### src/rtl/mips_ctrl_pkg.sv
`default_nettype none
// +----------------------------------------------------------------------------+
// | mips_ctrl_pkg : encodings shared by the multicycle MIPS control unit        |
// | Rev 1.0                                                                     |
// +----------------------------------------------------------------------------+
package mips_ctrl_pkg;

    typedef enum logic [3:0] {
        S_FETCH    = 4'd0,
        S_DECODE   = 4'd1,
        S_EXEC_R   = 4'd2,
        S_R_WB     = 4'd3,
        S_EXEC_I   = 4'd4,
        S_I_WB     = 4'd5,
        S_MEM_ADDR = 4'd6,
        S_MEM_RD   = 4'd7,
        S_MEM_WB   = 4'd8,
        S_MEM_WR   = 4'd9,
        S_BRANCH   = 4'd10,
        S_JUMP     = 4'd11
    } state_t;

    localparam logic [5:0] c_OP_RTYPE = 6'h00;
    localparam logic [5:0] c_OP_J     = 6'h02;
    localparam logic [5:0] c_OP_BEQ   = 6'h04;
    localparam logic [5:0] c_OP_ADDI  = 6'h08;
    localparam logic [5:0] c_OP_SLTI  = 6'h0A;
    localparam logic [5:0] c_OP_ANDI  = 6'h0C;
    localparam logic [5:0] c_OP_ORI   = 6'h0D;
    localparam logic [5:0] c_OP_LW    = 6'h23;
    localparam logic [5:0] c_OP_SW    = 6'h2B;

    localparam logic [5:0] c_FN_ADD = 6'h20;
    localparam logic [5:0] c_FN_SUB = 6'h22;
    localparam logic [5:0] c_FN_AND = 6'h24;
    localparam logic [5:0] c_FN_OR  = 6'h25;
    localparam logic [5:0] c_FN_SLT = 6'h2A;

    localparam logic [3:0] c_ALU_AND = 4'b0000;
    localparam logic [3:0] c_ALU_OR  = 4'b0001;
    localparam logic [3:0] c_ALU_ADD = 4'b0010;
    localparam logic [3:0] c_ALU_SUB = 4'b0110;
    localparam logic [3:0] c_ALU_SLT = 4'b0111;

    localparam logic [1:0] c_SRCB_REG    = 2'b00;
    localparam logic [1:0] c_SRCB_FOUR   = 2'b01;
    localparam logic [1:0] c_SRCB_IMM    = 2'b10;
    localparam logic [1:0] c_SRCB_IMM_SH = 2'b11;

    localparam logic [1:0] c_PC_ALU    = 2'b00;
    localparam logic [1:0] c_PC_ALUOUT = 2'b01;
    localparam logic [1:0] c_PC_JUMP   = 2'b10;

    typedef struct packed {
        logic       mem_read;
        logic       mem_write;
        logic       iord;
        logic       ir_write;
        logic       pc_write;
        logic       reg_write;
        logic       reg_dst;
        logic       mem_to_reg;
        logic       alu_src_a;
        logic [1:0] alu_src_b;
        logic [3:0] alu_ctrl;
        logic [1:0] pc_source;
        logic       illegal_op;
        logic       mem_err;
    } ctrl_t;

endpackage
`default_nettype wire

### src/rtl/mips_alu_decoder.sv
`default_nettype none
// +----------------------------------------------------------------------------+
// | mips_alu_decoder : funct (R-type) or opcode (I-type) to alu_ctrl + valid    |
// | Rev 1.0                                                                     |
// +----------------------------------------------------------------------------+
module mips_alu_decoder
    import mips_ctrl_pkg::*;
(
    input  logic [5:0] opcode,
    input  logic [5:0] funct,
    output logic [3:0] alu_ctrl,
    output logic       valid
);

    always_comb begin
        alu_ctrl = c_ALU_AND;
        valid    = 1'b0;
        if (opcode == c_OP_RTYPE) begin
            case (funct)
                c_FN_ADD: begin alu_ctrl = c_ALU_ADD; valid = 1'b1; end
                c_FN_SUB: begin alu_ctrl = c_ALU_SUB; valid = 1'b1; end
                c_FN_AND: begin alu_ctrl = c_ALU_AND; valid = 1'b1; end
                c_FN_OR:  begin alu_ctrl = c_ALU_OR;  valid = 1'b1; end
                c_FN_SLT: begin alu_ctrl = c_ALU_SLT; valid = 1'b1; end
                default:  ;
            endcase
        end else begin
            case (opcode)
                c_OP_ADDI: begin alu_ctrl = c_ALU_ADD; valid = 1'b1; end
                c_OP_SLTI: begin alu_ctrl = c_ALU_SLT; valid = 1'b1; end
                c_OP_ANDI: begin alu_ctrl = c_ALU_AND; valid = 1'b1; end
                c_OP_ORI:  begin alu_ctrl = c_ALU_OR;  valid = 1'b1; end
                default:   ;
            endcase
        end
    end

endmodule
`default_nettype wire

### src/rtl/mips_multicycle_ctrl.sv
`default_nettype none
// +----------------------------------------------------------------------------+
// | mips_multicycle_ctrl : main control FSM of the multicycle MIPS datapath     |
// | Optional perf counters: define MIPS_CTRL_PERF_EN.   Rev 1.0                 |
// +----------------------------------------------------------------------------+
module mips_multicycle_ctrl
    import mips_ctrl_pkg::*;
#(
    parameter int MEM_TIMEOUT = 16
`ifdef MIPS_CTRL_PERF_EN
    ,parameter int PERF_W = 32
`endif
) (
    input  logic       clk,
    input  logic       rst_n,
    input  logic [5:0] opcode,
    input  logic [5:0] funct,
    input  logic       zero,
    input  logic       mem_ready,
    output logic       mem_read,
    output logic       mem_write,
    output logic       iord,
    output logic       ir_write,
    output logic       pc_write,
    output logic       reg_write,
    output logic       reg_dst,
    output logic       mem_to_reg,
    output logic       alu_src_a,
    output logic [1:0] alu_src_b,
    output logic [3:0] alu_ctrl,
    output logic [1:0] pc_source,
    output logic       illegal_op,
    output logic       mem_err
`ifdef MIPS_CTRL_PERF_EN
    ,output logic [PERF_W-1:0] cycle_cnt,
    output logic [PERF_W-1:0] retired_cnt
`endif
);

    localparam int               CNT_W     = (MEM_TIMEOUT < 1) ? 1 : $clog2(MEM_TIMEOUT + 1);
    localparam logic [CNT_W-1:0] c_TIMEOUT = CNT_W'(MEM_TIMEOUT);

    state_t           r_state;
    state_t           w_next;
    ctrl_t            w_ctl;
    ctrl_t            w_out;
    logic [CNT_W-1:0] r_wait_cnt;
    logic             w_mem_state;
    logic             w_timeout;
    logic [3:0]       w_dec_alu;
    logic             w_dec_valid;

    mips_alu_decoder u_alu_dec (
        .opcode   (opcode),
        .funct    (funct),
        .alu_ctrl (w_dec_alu),
        .valid    (w_dec_valid)
    );

    assign w_mem_state = (r_state == S_FETCH) || (r_state == S_MEM_RD) || (r_state == S_MEM_WR);

    generate
        if (MEM_TIMEOUT > 0) begin : g_wdog_on
            assign w_timeout = w_mem_state && (r_wait_cnt == c_TIMEOUT);
        end else begin : g_wdog_off
            assign w_timeout = 1'b0;
        end
    endgenerate

    always_ff @(posedge clk) begin
        if (!rst_n) begin
            r_state <= S_FETCH;
        end else begin
            r_state <= w_next;
        end
    end

    // Any state change (including an abort back into FETCH) starts a fresh wait window.
    always_ff @(posedge clk) begin
        if (!rst_n || w_timeout || (w_next != r_state)) begin
            r_wait_cnt <= '0;
        end else if (w_mem_state && !mem_ready) begin
            r_wait_cnt <= r_wait_cnt + 1'b1;
        end
    end

    always_comb begin
        w_next = r_state;
        w_ctl  = '0;
        case (r_state)
            S_FETCH: begin
                w_ctl.mem_read  = 1'b1;
                w_ctl.alu_src_b = c_SRCB_FOUR;
                w_ctl.alu_ctrl  = c_ALU_ADD;
                w_ctl.pc_source = c_PC_ALU;
                if (w_timeout) begin
                    w_ctl.mem_read = 1'b0;
                    w_ctl.mem_err  = 1'b1;
                    w_next         = S_FETCH;
                end else if (mem_ready) begin
                    w_ctl.ir_write = 1'b1;
                    w_ctl.pc_write = 1'b1;
                    w_next         = S_DECODE;
                end
            end
            S_DECODE: begin
                w_ctl.alu_src_b = c_SRCB_IMM_SH;
                w_ctl.alu_ctrl  = c_ALU_ADD;
                case (opcode)
                    c_OP_RTYPE:                                   w_next = S_EXEC_R;
                    c_OP_LW, c_OP_SW:                             w_next = S_MEM_ADDR;
                    c_OP_BEQ:                                     w_next = S_BRANCH;
                    c_OP_J:                                       w_next = S_JUMP;
                    c_OP_ADDI, c_OP_SLTI, c_OP_ANDI, c_OP_ORI:    w_next = S_EXEC_I;
                    default: begin
                        w_ctl.illegal_op = 1'b1;
                        w_next           = S_FETCH;
                    end
                endcase
            end
            S_EXEC_R: begin
                w_ctl.alu_src_a = 1'b1;
                w_ctl.alu_src_b = c_SRCB_REG;
                w_ctl.alu_ctrl  = w_dec_alu;
                if (w_dec_valid) begin
                    w_next = S_R_WB;
                end else begin
                    w_ctl.illegal_op = 1'b1;
                    w_next           = S_FETCH;
                end
            end
            S_R_WB: begin
                w_ctl.reg_write = 1'b1;
                w_ctl.reg_dst   = 1'b1;
                w_next          = S_FETCH;
            end
            S_EXEC_I: begin
                w_ctl.alu_src_a = 1'b1;
                w_ctl.alu_src_b = c_SRCB_IMM;
                w_ctl.alu_ctrl  = w_dec_alu;
                w_next          = S_I_WB;
            end
            S_I_WB: begin
                w_ctl.reg_write = 1'b1;
                w_next          = S_FETCH;
            end
            S_MEM_ADDR: begin
                w_ctl.alu_src_a = 1'b1;
                w_ctl.alu_src_b = c_SRCB_IMM;
                w_ctl.alu_ctrl  = c_ALU_ADD;
                w_next          = (opcode == c_OP_LW) ? S_MEM_RD : S_MEM_WR;
            end
            S_MEM_RD: begin
                w_ctl.mem_read = 1'b1;
                w_ctl.iord     = 1'b1;
                if (w_timeout) begin
                    w_ctl.mem_read = 1'b0;
                    w_ctl.mem_err  = 1'b1;
                    w_next         = S_FETCH;
                end else if (mem_ready) begin
                    w_next = S_MEM_WB;
                end
            end
            S_MEM_WB: begin
                w_ctl.reg_write  = 1'b1;
                w_ctl.mem_to_reg = 1'b1;
                w_next           = S_FETCH;
            end
            S_MEM_WR: begin
                w_ctl.mem_write = 1'b1;
                w_ctl.iord      = 1'b1;
                if (w_timeout) begin
                    w_ctl.mem_write = 1'b0;
                    w_ctl.mem_err   = 1'b1;
                    w_next          = S_FETCH;
                end else if (mem_ready) begin
                    w_next = S_FETCH;
                end
            end
            S_BRANCH: begin
                w_ctl.alu_src_a = 1'b1;
                w_ctl.alu_src_b = c_SRCB_REG;
                w_ctl.alu_ctrl  = c_ALU_SUB;
                w_ctl.pc_source = c_PC_ALUOUT;
                w_ctl.pc_write  = zero;
                w_next          = S_FETCH;
            end
            S_JUMP: begin
                w_ctl.pc_source = c_PC_JUMP;
                w_ctl.pc_write  = 1'b1;
                w_next          = S_FETCH;
            end
            default: w_next = S_FETCH;
        endcase
    end

    // Gating by rst_n keeps every enable low on the edge that abandons an instruction.
    assign w_out = rst_n ? w_ctl : '0;

    assign mem_read   = w_out.mem_read;
    assign mem_write  = w_out.mem_write;
    assign iord       = w_out.iord;
    assign ir_write   = w_out.ir_write;
    assign pc_write   = w_out.pc_write;
    assign reg_write  = w_out.reg_write;
    assign reg_dst    = w_out.reg_dst;
    assign mem_to_reg = w_out.mem_to_reg;
    assign alu_src_a  = w_out.alu_src_a;
    assign alu_src_b  = w_out.alu_src_b;
    assign alu_ctrl   = w_out.alu_ctrl;
    assign pc_source  = w_out.pc_source;
    assign illegal_op = w_out.illegal_op;
    assign mem_err    = w_out.mem_err;

`ifdef MIPS_CTRL_PERF_EN
    logic w_retire;

    always_comb begin
        case (r_state)
            S_R_WB, S_I_WB, S_MEM_WB, S_MEM_WR, S_BRANCH, S_JUMP:
                w_retire = (w_next == S_FETCH) && !w_timeout;
            default:
                w_retire = 1'b0;
        endcase
    end

    always_ff @(posedge clk) begin
        if (!rst_n) begin
            cycle_cnt   <= '0;
            retired_cnt <= '0;
        end else begin
            cycle_cnt   <= cycle_cnt + 1'b1;
            retired_cnt <= retired_cnt + PERF_W'(w_retire);
        end
    end
`endif

endmodule
`default_nettype wire

### config.mk
export PLATFORM = sky130hd
export DESIGN_NAME = mips_multicycle_ctrl
export DESIGN_NICKNAME = d
export VERILOG_FILES = /design/src/rtl/mips_ctrl_pkg.sv /design/src/rtl/mips_alu_decoder.sv /design/src/rtl/mips_multicycle_ctrl.sv
export SDC_FILE = /design/constraint.sdc
export NUM_CORES = 1
export LEC_CHECK = 0
export BUFFER_PORTS_ARGS = -buffer_cell sky130_fd_sc_hd__buf_2
export CAP_MARGIN = 20
export CORE_UTILIZATION = 45
export CTS_BUF_LIST = sky130_fd_sc_hd__clkbuf_8
export DETAILED_ROUTE_END_ITERATION = 6
export HOLD_SLACK_MARGIN = 0.02
export PLACE_DENSITY = 0.83
export SLEW_MARGIN = 5
export SYNTH_ARGS = -nofsm -noshare
export SYNTH_HDL_FRONTEND = slang
export SYNTH_SLANG_ARGS = --single-unit
### constraint.sdc
create_clock -name clk -period 3.2 [get_ports clk]
set_input_delay 0.96 -clock clk [delete_from_list [all_inputs] [get_ports clk]]
set_output_delay 0.96 -clock clk [all_outputs]
set_load 0.01 [all_outputs]
# After elaboration in Yosys (flattened, before gate mapping)

Index checks and enable logic that the tools add are counted.

Input port bits: 16
Flip-flop bits (word level): 9
Output and inout port bits: 19
Word-level logic and storage cells: 84

Equal/unequal tests: 26
$add $sub $neg: 1
Mux-type cells: 36
Reductions and logical operators: 19

Operator list:

| kind                  | number |
|---|---|
| $eq A6 B6 Y1 const B  | 7 |
| $pmux W6 S6           | 1 |
| $mux W4               | 8 |
| $pmux W4 S7           | 1 |
| $eq A6 B4 Y1 const B  | 4 |
| $pmux W4 S5           | 1 |
| $mux W19              | 1 |
| $eq A4 B3 Y1 const B  | 4 |
| $eq A4 B4 Y1 const B  | 4 |
| $mux W1               | 16 |
| $pmux W3 S4           | 1 |
| $pmux W3 S3           | 1 |
| $reduce_or A9 Y1      | 1 |
| $eq A4 B2 Y1 const B  | 2 |
| $reduce_or A4 Y1      | 2 |
| $eq A6 B2 Y1 const B  | 1 |
| $eq A6 B3 Y1 const B  | 1 |
| $logic_not A6 Y1      | 1 |
| $mux W2               | 3 |
| $reduce_or A2 Y1      | 3 |
| $reduce_or A3 Y1      | 2 |
| $add A5 B1 Y5 const B | 1 |
| $eq A5 B5 Y1 const B  | 1 |
| $reduce_or A5 Y1      | 1 |
| 9 further kinds       | 14 |

# Depth between registers and ports, before layout

Gate-level depths: netlist of run 1.

Depth after elaboration: 8
Mapped depth: 8
Gate-level depth less buffers: 8

# Cells and area by module

Synthesis of run 1 repeated with hierarchy kept, for this count alone.

Cell total of the unflattened synthesis: 171
Area total of the unflattened synthesis: 1263.7 um2

By module, submodules not included:

| module               | seq. area each (um2) | cells an instance | instances | area each (um2) |
|---|---|---|---|---|
| mips_multicycle_ctrl | 180.2                | 144               | 1         | 1069.8 |
| mips_alu_decoder     | 0.0                  | 27                | 1         | 193.9 |

# Least setup slack after synthesis of run 1

No wires, ideal clock.

Kind: input to output
Start point: input port opcode[2]
End point: output port alu_ctrl[0]
Stages on the path: 5
Path slack: -0.117 ns
Data arrival time: 2.357 ns
Path through: clkbuf_1 -> or2_2 -> nor3b_1 -> a31oi_1 -> a2111oi_0

Cells in the longest elaborated chain, start to end: 5
Elaborated cells on any way between the ends: 8

Ends and longest elaborated chain:

| what          | line                        | text |
|---|---|---|
| from (decl)   | mips_multicycle_ctrl.sv:16  | `input logic [5:0] opcode,` |
| $eq A6 B4 Y1  | mips_alu_decoder.sv:28      | `case (opcode)` |
| $pmux W3 S3   | mips_alu_decoder.sv:28      |  |
| $mux W4 *     | mips_alu_decoder.sv:18      | `if (opcode == c_OP_RTYPE) begin` |
| $pmux W6 S6 * | mips_multicycle_ctrl.sv:90  | `case (r_state)` |
| $mux W19 *    | mips_multicycle_ctrl.sv:198 | `assign w_out = rst_n ? w_ctl : '0;` |
| to (decl)     | mips_multicycle_ctrl.sv:30  | `output logic [3:0] alu_ctrl,` |

Mark *: on every way between the ends. The rest lies on a longest branch, timed or not.

# Worst setup path after layout of run 1

Start point: input port opcode[2]
End point: output port illegal_op

Cells in the longest elaborated chain, start to end: 7
Elaborated cells on any way between the ends: 17

Ends and longest elaborated chain:

| what                       | line                                                | text |
|---|---|---|
| $eq A6 B4 Y1               | mips_alu_decoder.sv:28, mips_multicycle_ctrl.sv:109 |  |
| $reduce_or A4 Y1 (no line) | n/a                                                 |  |
| $mux W1                    | mips_alu_decoder.sv:28                              |  |
| $mux W1                    | mips_alu_decoder.sv:18                              |  |
| $mux W1                    | mips_multicycle_ctrl.sv:125                         | `if (w_dec_valid) begin` |
| $pmux W1 S2 *              | mips_multicycle_ctrl.sv:90                          |  |
| $mux W19 *                 | mips_multicycle_ctrl.sv:198                         |  |
| to (decl)                  | mips_multicycle_ctrl.sv:32                          | `output logic illegal_op,` |

Marked as above.

==> results.py, run 1 <==
metrics = {
    "route": {
        "drt_iter0_markers": 80,
        "highest_layer": "met3",
        "drtAntennaViolNets": 0,
        "met3_length_um": 276,
        "wirelength_um": 3520,
        "wl_met2_um": 1750,
        "drc": 0,
        "met1_length_um": 1500,
        "dr.pass1.iters": 4,
        "vias": 1498,
        "routed_via_density": 6.06,
        "wl_per_cell_um": 14.3,
    },
    "cts": {
        "cts-htree-levels": 1,
        "ctsHoldBuffers": 0,
        "clk_pin_slew_worst_paths_ns": 0.05,
        "cts_root_buf": "clkbuf_8",
        "cts_tree": "done",
        "cts_buffers": 3,
        "clockBufferDepth": 2,
        "cts_sinks": 9,
        "clk-insertion-delay-late_ns": 0.23,
    },
    "setup_path": {
        "path_cells": "buf_2 > buf_4 > a2111oi_0 > o21ai_0 > nand3_1 > a21oi_2 > buf_2",
        "startpoint_type": "input port",
        "crit_fanout": 6,
        "max_stage_delay_ns": 0.62,
        "path_class": "in -> out",
        "worstSetupEndpointType": "output port",
        "worstPathRequired_ns": 2.24,
        "cp_top_family": "compound AO/OA/AOI/OAI gates",
        "critical_path.most_common_cell": "buf_2",
        "cp.buffers_inverters": 3,
        "critPathArrivalTime_ns": 2.38,
        "slowest_stage": "a2111oi_0",
    },
    "synthesis": {
        "ys_seq_area_frac": 0.146,
        "synth-seq-cells": 9,
        "synth_area_um2": 1230,
        "ys.flop_type": "dfxtp_1",
        "syn_nets": 194,
        "yosysWarnings": 0,
        "async_flop_share": 0,
        "synth_edf_count": 0,
        "yosysUniqueCellTypes": 57,
        "postSynthCellCount": 176,
        "synth_area_per_cell_um2": 7.02,
    },
    "power_and_ir_drop": {
        "p_switching_w": 0.000113,
        "ir_worst_vdd_mv": 0.279,
        "cellLeakagePower_nw": 0.649,
        "total_power_w": 0.000364,
        "swShare": 0.312,
        "power_density_nw_per_um2": 227,
        "pwr-share-comb": 0.303,
        "p_clk_frac": 0.362,
        "internal-power_w": 0.000251,
        "p_seq_frac": 0.335,
    },
    "timing": {
        "worst_pin_slew_ns": 0.689,
        "relSlewSlack": 0.540,
        "fmax_ghz": 0.299,
        "finalCriticalPeriod_ns": 3.34,
        "hold_violations": 0,
        "min_period_over_period": 1.04,
        "clock_skew_ns": 0.000593,
        "setup_viol": 4,
        "drv_slew": 0,
        "fin_ws_ns": -0.142,
        "rsz0062_at_grt": "yes",
    },
    "global_routing": {
        "grt_max_degree": 23,
        "grt_antenna_before_repair": 0,
        "grt_pass1_vias": 1315,
        "grt_pass1_wl_um": 5610,
        "grt_overflow": 0,
        "track_usage": 0.252,
    },
    "worst_hold_path": {
        "timing.hold.worst.class": "reg -> reg",
    },
    "floorplanning": {
        "rows": 18,
        "die_x_um": 54.4,
        "start_util": 0.485,
        "boundaryPins": 35,
        "die_area_um2": 2960,
        "core-area_um2": 2540,
        "die_height_um": 54.4,
    },
    "placement": {
        "dp_slack_ns": -0.162,
        "port_buffers": 33,
        "dpl.hpwl_um": 2600,
        "gp_congestion": 0.911,
    },
    "run_status": {
        "status": "finished, violations left",
        "violations": "negative setup slack",
    },
    "layout": {
        "syn_to_final_growth_pct": 29.7,
        "drive_gt1_frac": 0.327,
        "antenna_cells": 0,
        "nets": 236,
    },
    "job": {
        "cap_violations": 0,
    },
}
-- cell families after synthesis --
logic type | after synthesis | synth area share
compound gates | 37 | 0.238
buf+inv | 21 | 0.0740
fa+ha+maj | 2 | 0.0203
flops | 9 | 0.146
simple gates | 96 | 0.444
xor+xnor | 7 | 0.0496
other cells | 1 | 0.00304
mux | 3 | 0.0253
-- worst min-delay path, stage by stage, from the launching register on --
cell and delay (ns):
dfxtp_1 0.34, xnor2_1 0.12, nor3_1 0.05
-- state kept, by name, summed over array words and instances (netlist names) --
signal,flops
r_wait_cnt,5
r_state,4
-- cell usage in the layout (no fill, tap or decap), drive strengths merged, types with 4 or more instances in the layout --
cell and instances:
a31oi 4, buf 49, nor2 26, nand2 11
nor3 14, nand2b 5, inv 8, xnor2 7
dfxtp 9, nand3 6, a21oi 7, nor4b 5
o21ai 5
-- per-layer routing --
metal  GRT usage  vias up
met2       0.441       78
met4      0.0342        0
li1            -      727
met5           0        -
met3      0.0694        0
met1       0.310      693
-- cells in the mapped netlist (2+ instances only) --
master     count  area, um2
o21a_1         3       22.5
o21ai_0        5       25.0
o32ai_2        2       32.5
clkbuf_1       8       30.0
and4b_1        2       20.0
nand2b_1       5       31.3
nand4b_1       3       26.3
nor2b_1        3       18.8
ha_1           2       25.0
nand3_1        6       30.0
nor2_1        26       97.6
or2_2          2       12.5
nor4_1         3       18.8
a2111oi_0      2       17.5
nor3_1        14       70.1
nand2_1       11       41.3
nor4b_1        4       35.0
mux2i_1        2       20.0
inv_1          8       30.0
nand4_1        2       12.5
dfxtp_1        9        180
a21oi_1        7       35.0
nor3b_1        3       22.5
a31oi_1        4       25.0
xnor2_1        7       61.3
o211ai_1       2       15.0
-- through the flow --
step | area (um2) | TNS (ns) | std cells | hold slack [ns] | util
3_5_place_dp | 1510 | -0.286 | 242 | 0.539 | 0.593
4_1_cts | 1590 | -0.302 | 247 | 0.548 | 0.625
2_1_floorplan | 1250 | 0 | 176 | 0.515 | -
6_report | 1600 | -0.280 | 247 | 0.547 | 0.629
5_1_grt | 1600 | -0.628 | 247 | 0.593 | 0.629
3_3_place_gp | 1510 | -0.228 | 242 | 0.531 | 0.593
-- power groups by stage --
stage / Clock (W) / Combinational [W] / Sequential (W)
finish: 0.000132 / 0.000110 / 0.000122
global route: 0.000140 / 0.000121 / 0.000122
CTS: 0.000134 / 0.000107 / 0.000122
detailed placement: 0 / 0.000104 / 0.000124
global placement: 0 / 0.000102 / 0.000123
floorplan: 0 / 0.0000686 / 0.000119
-- path summary, 6_finish.rpt --
path | startpoint | endpoint | slack [ns] | cells past startpoint
worst max-delay path | opcode[2] | illegal_op | -0.14 | 7
worst min-delay path | r_wait_cnt[4] | r_wait_cnt[4] | 0.55 | 2
worst min register to register | r_wait_cnt[4] | r_wait_cnt[4] | 0.55 | 2
worst max register to register | r_wait_cnt[0] | r_wait_cnt[2] | 0.85 | 8
-- area by class of cell --
cell class	instances	area, um2
clock buffer	3	41.3
clock inverter	1	5.00
fill	235	943
inverter	9	33.8
multi-input combinational	146	1010
sequential	9	180
tap	30	37.5
timing repair buffer	49	298
-- timing repair --
| item | 4_1_cts | 5_1_grt |
|---|---|---|
| endpoints found under the hold margin | 0 | 0 |
| resized for setup | 4 | 2 |
| setup buffers | 1 | 0 |
| endpoints found under the setup margin | 4 | 4 |
| pin swaps | 4 | 1 |
No activity file was read; power rests on OpenSTA's default activity.
==> run 2: changes to the inputs <==
==> constraint.sdc (replaced) <==
create_clock -name clk -period 3.2 [get_ports clk]
set_input_delay 0.96 -clock clk [delete_from_list [all_inputs] [get_ports clk]]
set_output_delay 0.96 -clock clk [all_outputs]
set_load 0.005 [all_outputs]
==> run 2 against run 1 <==
The run still ends with negative setup slack left. Sequential share of layout area shrank 0.052 points. Non-clock buffer count up 3. Via count fell by 1.3%. Fmax increased by 1.4%. Die area unchanged. Clock-buffer cell count did not move. Sequential cell count stayed put. Clock skew about the same. Hold slack about the same. Combinational power is essentially flat. Clock power is 3% lower.
==> results.py, run 2 (same netlist as run 1, synthesis figures left out) <==
metrics = {
    "layout": {
        "largestRegisters": "r_wait_cnt: 5 flops, r_state: 4 flops",
        "layout_commonest_cell": "buf_2",
        "postLayoutCellArea_um2": 1610,
        "regMostFlops": "r_wait_cnt",
        "drive_gt1_frac": 0.327,
        "num-fill-cells": 227,
        "largest_reg_flops": 5,
        "post-route-util": 0.632,
        "syn_to_final_growth_pct": 30.3,
        "nets": 239,
        "antenna_cells": 0,
        "layout_common_cells": "buf_2 (31), nor2_1 (26), buf_4 (19), nor3_1 (14), nand2_1 (11)",
    },
    "cts": {
        "ctsHoldBuffers": 0,
        "cts_sinks": 9,
        "clockBufferDepth": 2,
        "cts_tree": "done",
        "cts-htree-levels": 1,
        "clk-insertion-delay-late_ns": 0.23,
        "clk_pin_slew_worst_paths_ns": 0.04,
        "cts_root_buf": "clkbuf_8",
        "cts_buffers": 3,
    },
    "timing": {
        "finalCriticalPeriod_ns": 3.29,
        "clock_skew_ns": 0.000870,
        "fin_ws_ns": -0.0942,
        "relSlewSlack": 0.533,
        "worst_pin_slew_ns": 0.699,
        "drv_slew": 0,
        "timing.hold.ws_ns": 0.546,
        "hold_violations": 0,
        "fmax_ghz": 0.304,
        "setup_viol": 3,
        "rsz0062_at_grt": "yes",
        "min_period_over_period": 1.03,
    },
    "route": {
        "drt_iter0_markers": 56,
        "met1_length_um": 1490,
        "highest_layer": "met4",
        "wl_per_cell_um": 13.7,
        "drc": 0,
        "wl_met2_um": 1590,
        "drtAntennaViolNets": 0,
        "routed_via_density": 5.92,
        "dr.pass1.iters": 4,
        "met3_length_um": 285,
        "vias": 1479,
        "wirelength_um": 3440,
    },
    "global_routing": {
        "grt_pass1_vias": 1257,
        "grt_overflow": 0,
        "grt_max_degree": 23,
        "track_usage": 0.244,
        "grt_pass1_wl_um": 5260,
        "grt_antenna_before_repair": 0,
    },
    "placement": {
        "gp_congestion": 0.962,
        "port_buffers": 33,
        "dpl.hpwl_um": 2590,
        "post_dp_cell_area_um2": 1520,
    },
    "floorplanning": {
        "die_x_um": 54.4,
        "die_area_um2": 2960,
        "boundaryPins": 35,
        "start_util": 0.485,
        "rows": 18,
        "core-area_um2": 2540,
        "die_height_um": 54.4,
    },
    "setup_path": {
        "slowest_stage": "or4_4",
        "max_stage_delay_ns": 0.56,
        "r2r-start": "r_state[0]",
        "crit_start": "opcode[4]",
        "reg2reg_setup_slack_ns": 0.80,
        "path_cells": "buf_6 > or4_4 > or2_4 > a22o_4 > nand3_2 > a21oi_2 > buf_2",
        "crit_fanout": 2,
        "startpoint_type": "input port",
        "worstSetupEndpointType": "output port",
        "reg2reg_to": "r_wait_cnt[1]",
        "path_class": "in -> out",
        "reg2regPathDepth": 6,
        "worstPathRequired_ns": 2.24,
        "critPathArrivalTime_ns": 2.33,
        "cp_top_family": "simple AND/OR/NAND/NOR gates",
        "cp.buffers_inverters": 2,
    },
    "worst_hold_path": {
        "worstHoldStart": "r_wait_cnt[4]",
        "hold_end": "r_wait_cnt[4]",
        "holdPathStages": 2,
        "timing.hold.worst.class": "reg -> reg",
    },
    "power_and_ir_drop": {
        "total_power_w": 0.000360,
        "ir_worst_vdd_mv": 0.267,
        "cellLeakagePower_nw": 0.666,
        "power_density_nw_per_um2": 224,
    },
    "job": {
        "cap_violations": 0,
    },
    "run_status": {
        "violations": "negative setup slack",
        "status": "finished, violations left",
    },
}
==> run 2: cell count changes in the layout (fill, tap and decap cells not counted), sizes merged <==
cell	previous run	this run
buf	49	52
clkinv	2	1
inv	8	9
==> run 2: where the power goes <==
group | switching [W] | internal, W
registers | 0.00000721 | 0.000115
clock network | 0.0000443 | 0.0000835
logic | 0.0000569 | 0.0000533
==> run 2: worst max path at each step <==
stage	end	slack, ns	cells after the start
2_1_floorplan	illegal_op	0.009	6
3_3_place_gp	illegal_op	-0.1	7
3_5_place_dp	illegal_op	-0.11	7
4_1_cts	illegal_op	-0.11	7
5_1_grt	illegal_op	-0.14	8
6_report	illegal_op	-0.09	7
==> run 2: per-stage QoR <==
step / setup slack (ns) / instances / TNS (ns)
2_1_floorplan: 0.00880 / 176 / 0
3_3_place_gp: -0.0960 / 245 / -0.122
3_5_place_dp: -0.114 / 245 / -0.147
4_1_cts: -0.110 / 249 / -0.129
5_1_grt: -0.140 / 250 / -0.316
6_report: -0.0942 / 250 / -0.140
==> run 2: worst min-delay path: cells and delay by family (launching register included) <==
family,cells,cell delay (ns)
AND/OR/NAND/NOR,1,0.05
XOR/XNOR,1,0.12
flip-flops,1,0.33
==> run 2: per-layer routing <==
layer,up-vias,global-route usage
met4,0,0.124
met2,75,0.411
met3,7,0.0361
met1,660,0.297
met5,-,0
li1,737,-
==> run 2: area by class of cell <==
type                            count  area, um2  share of cell area
Multi-Input combinational cell    146        992               0.617
Inverter                            9       33.8              0.0210
Timing Repair Buffer               52        320               0.199
Tap cell                           30       37.5              0.0233
Clock inverter                      1       3.75             0.00233
Clock buffer                        3       41.3              0.0257
Sequential cell                     9        180               0.112
==> run 2: what timing repair did <==
action / 4_1_cts / 5_1_grt
gates resized for setup: 3 / 4
buffers inserted: 0 / 1
endpoints found under the setup margin: 3 / 4
pin swaps: 5 / 2
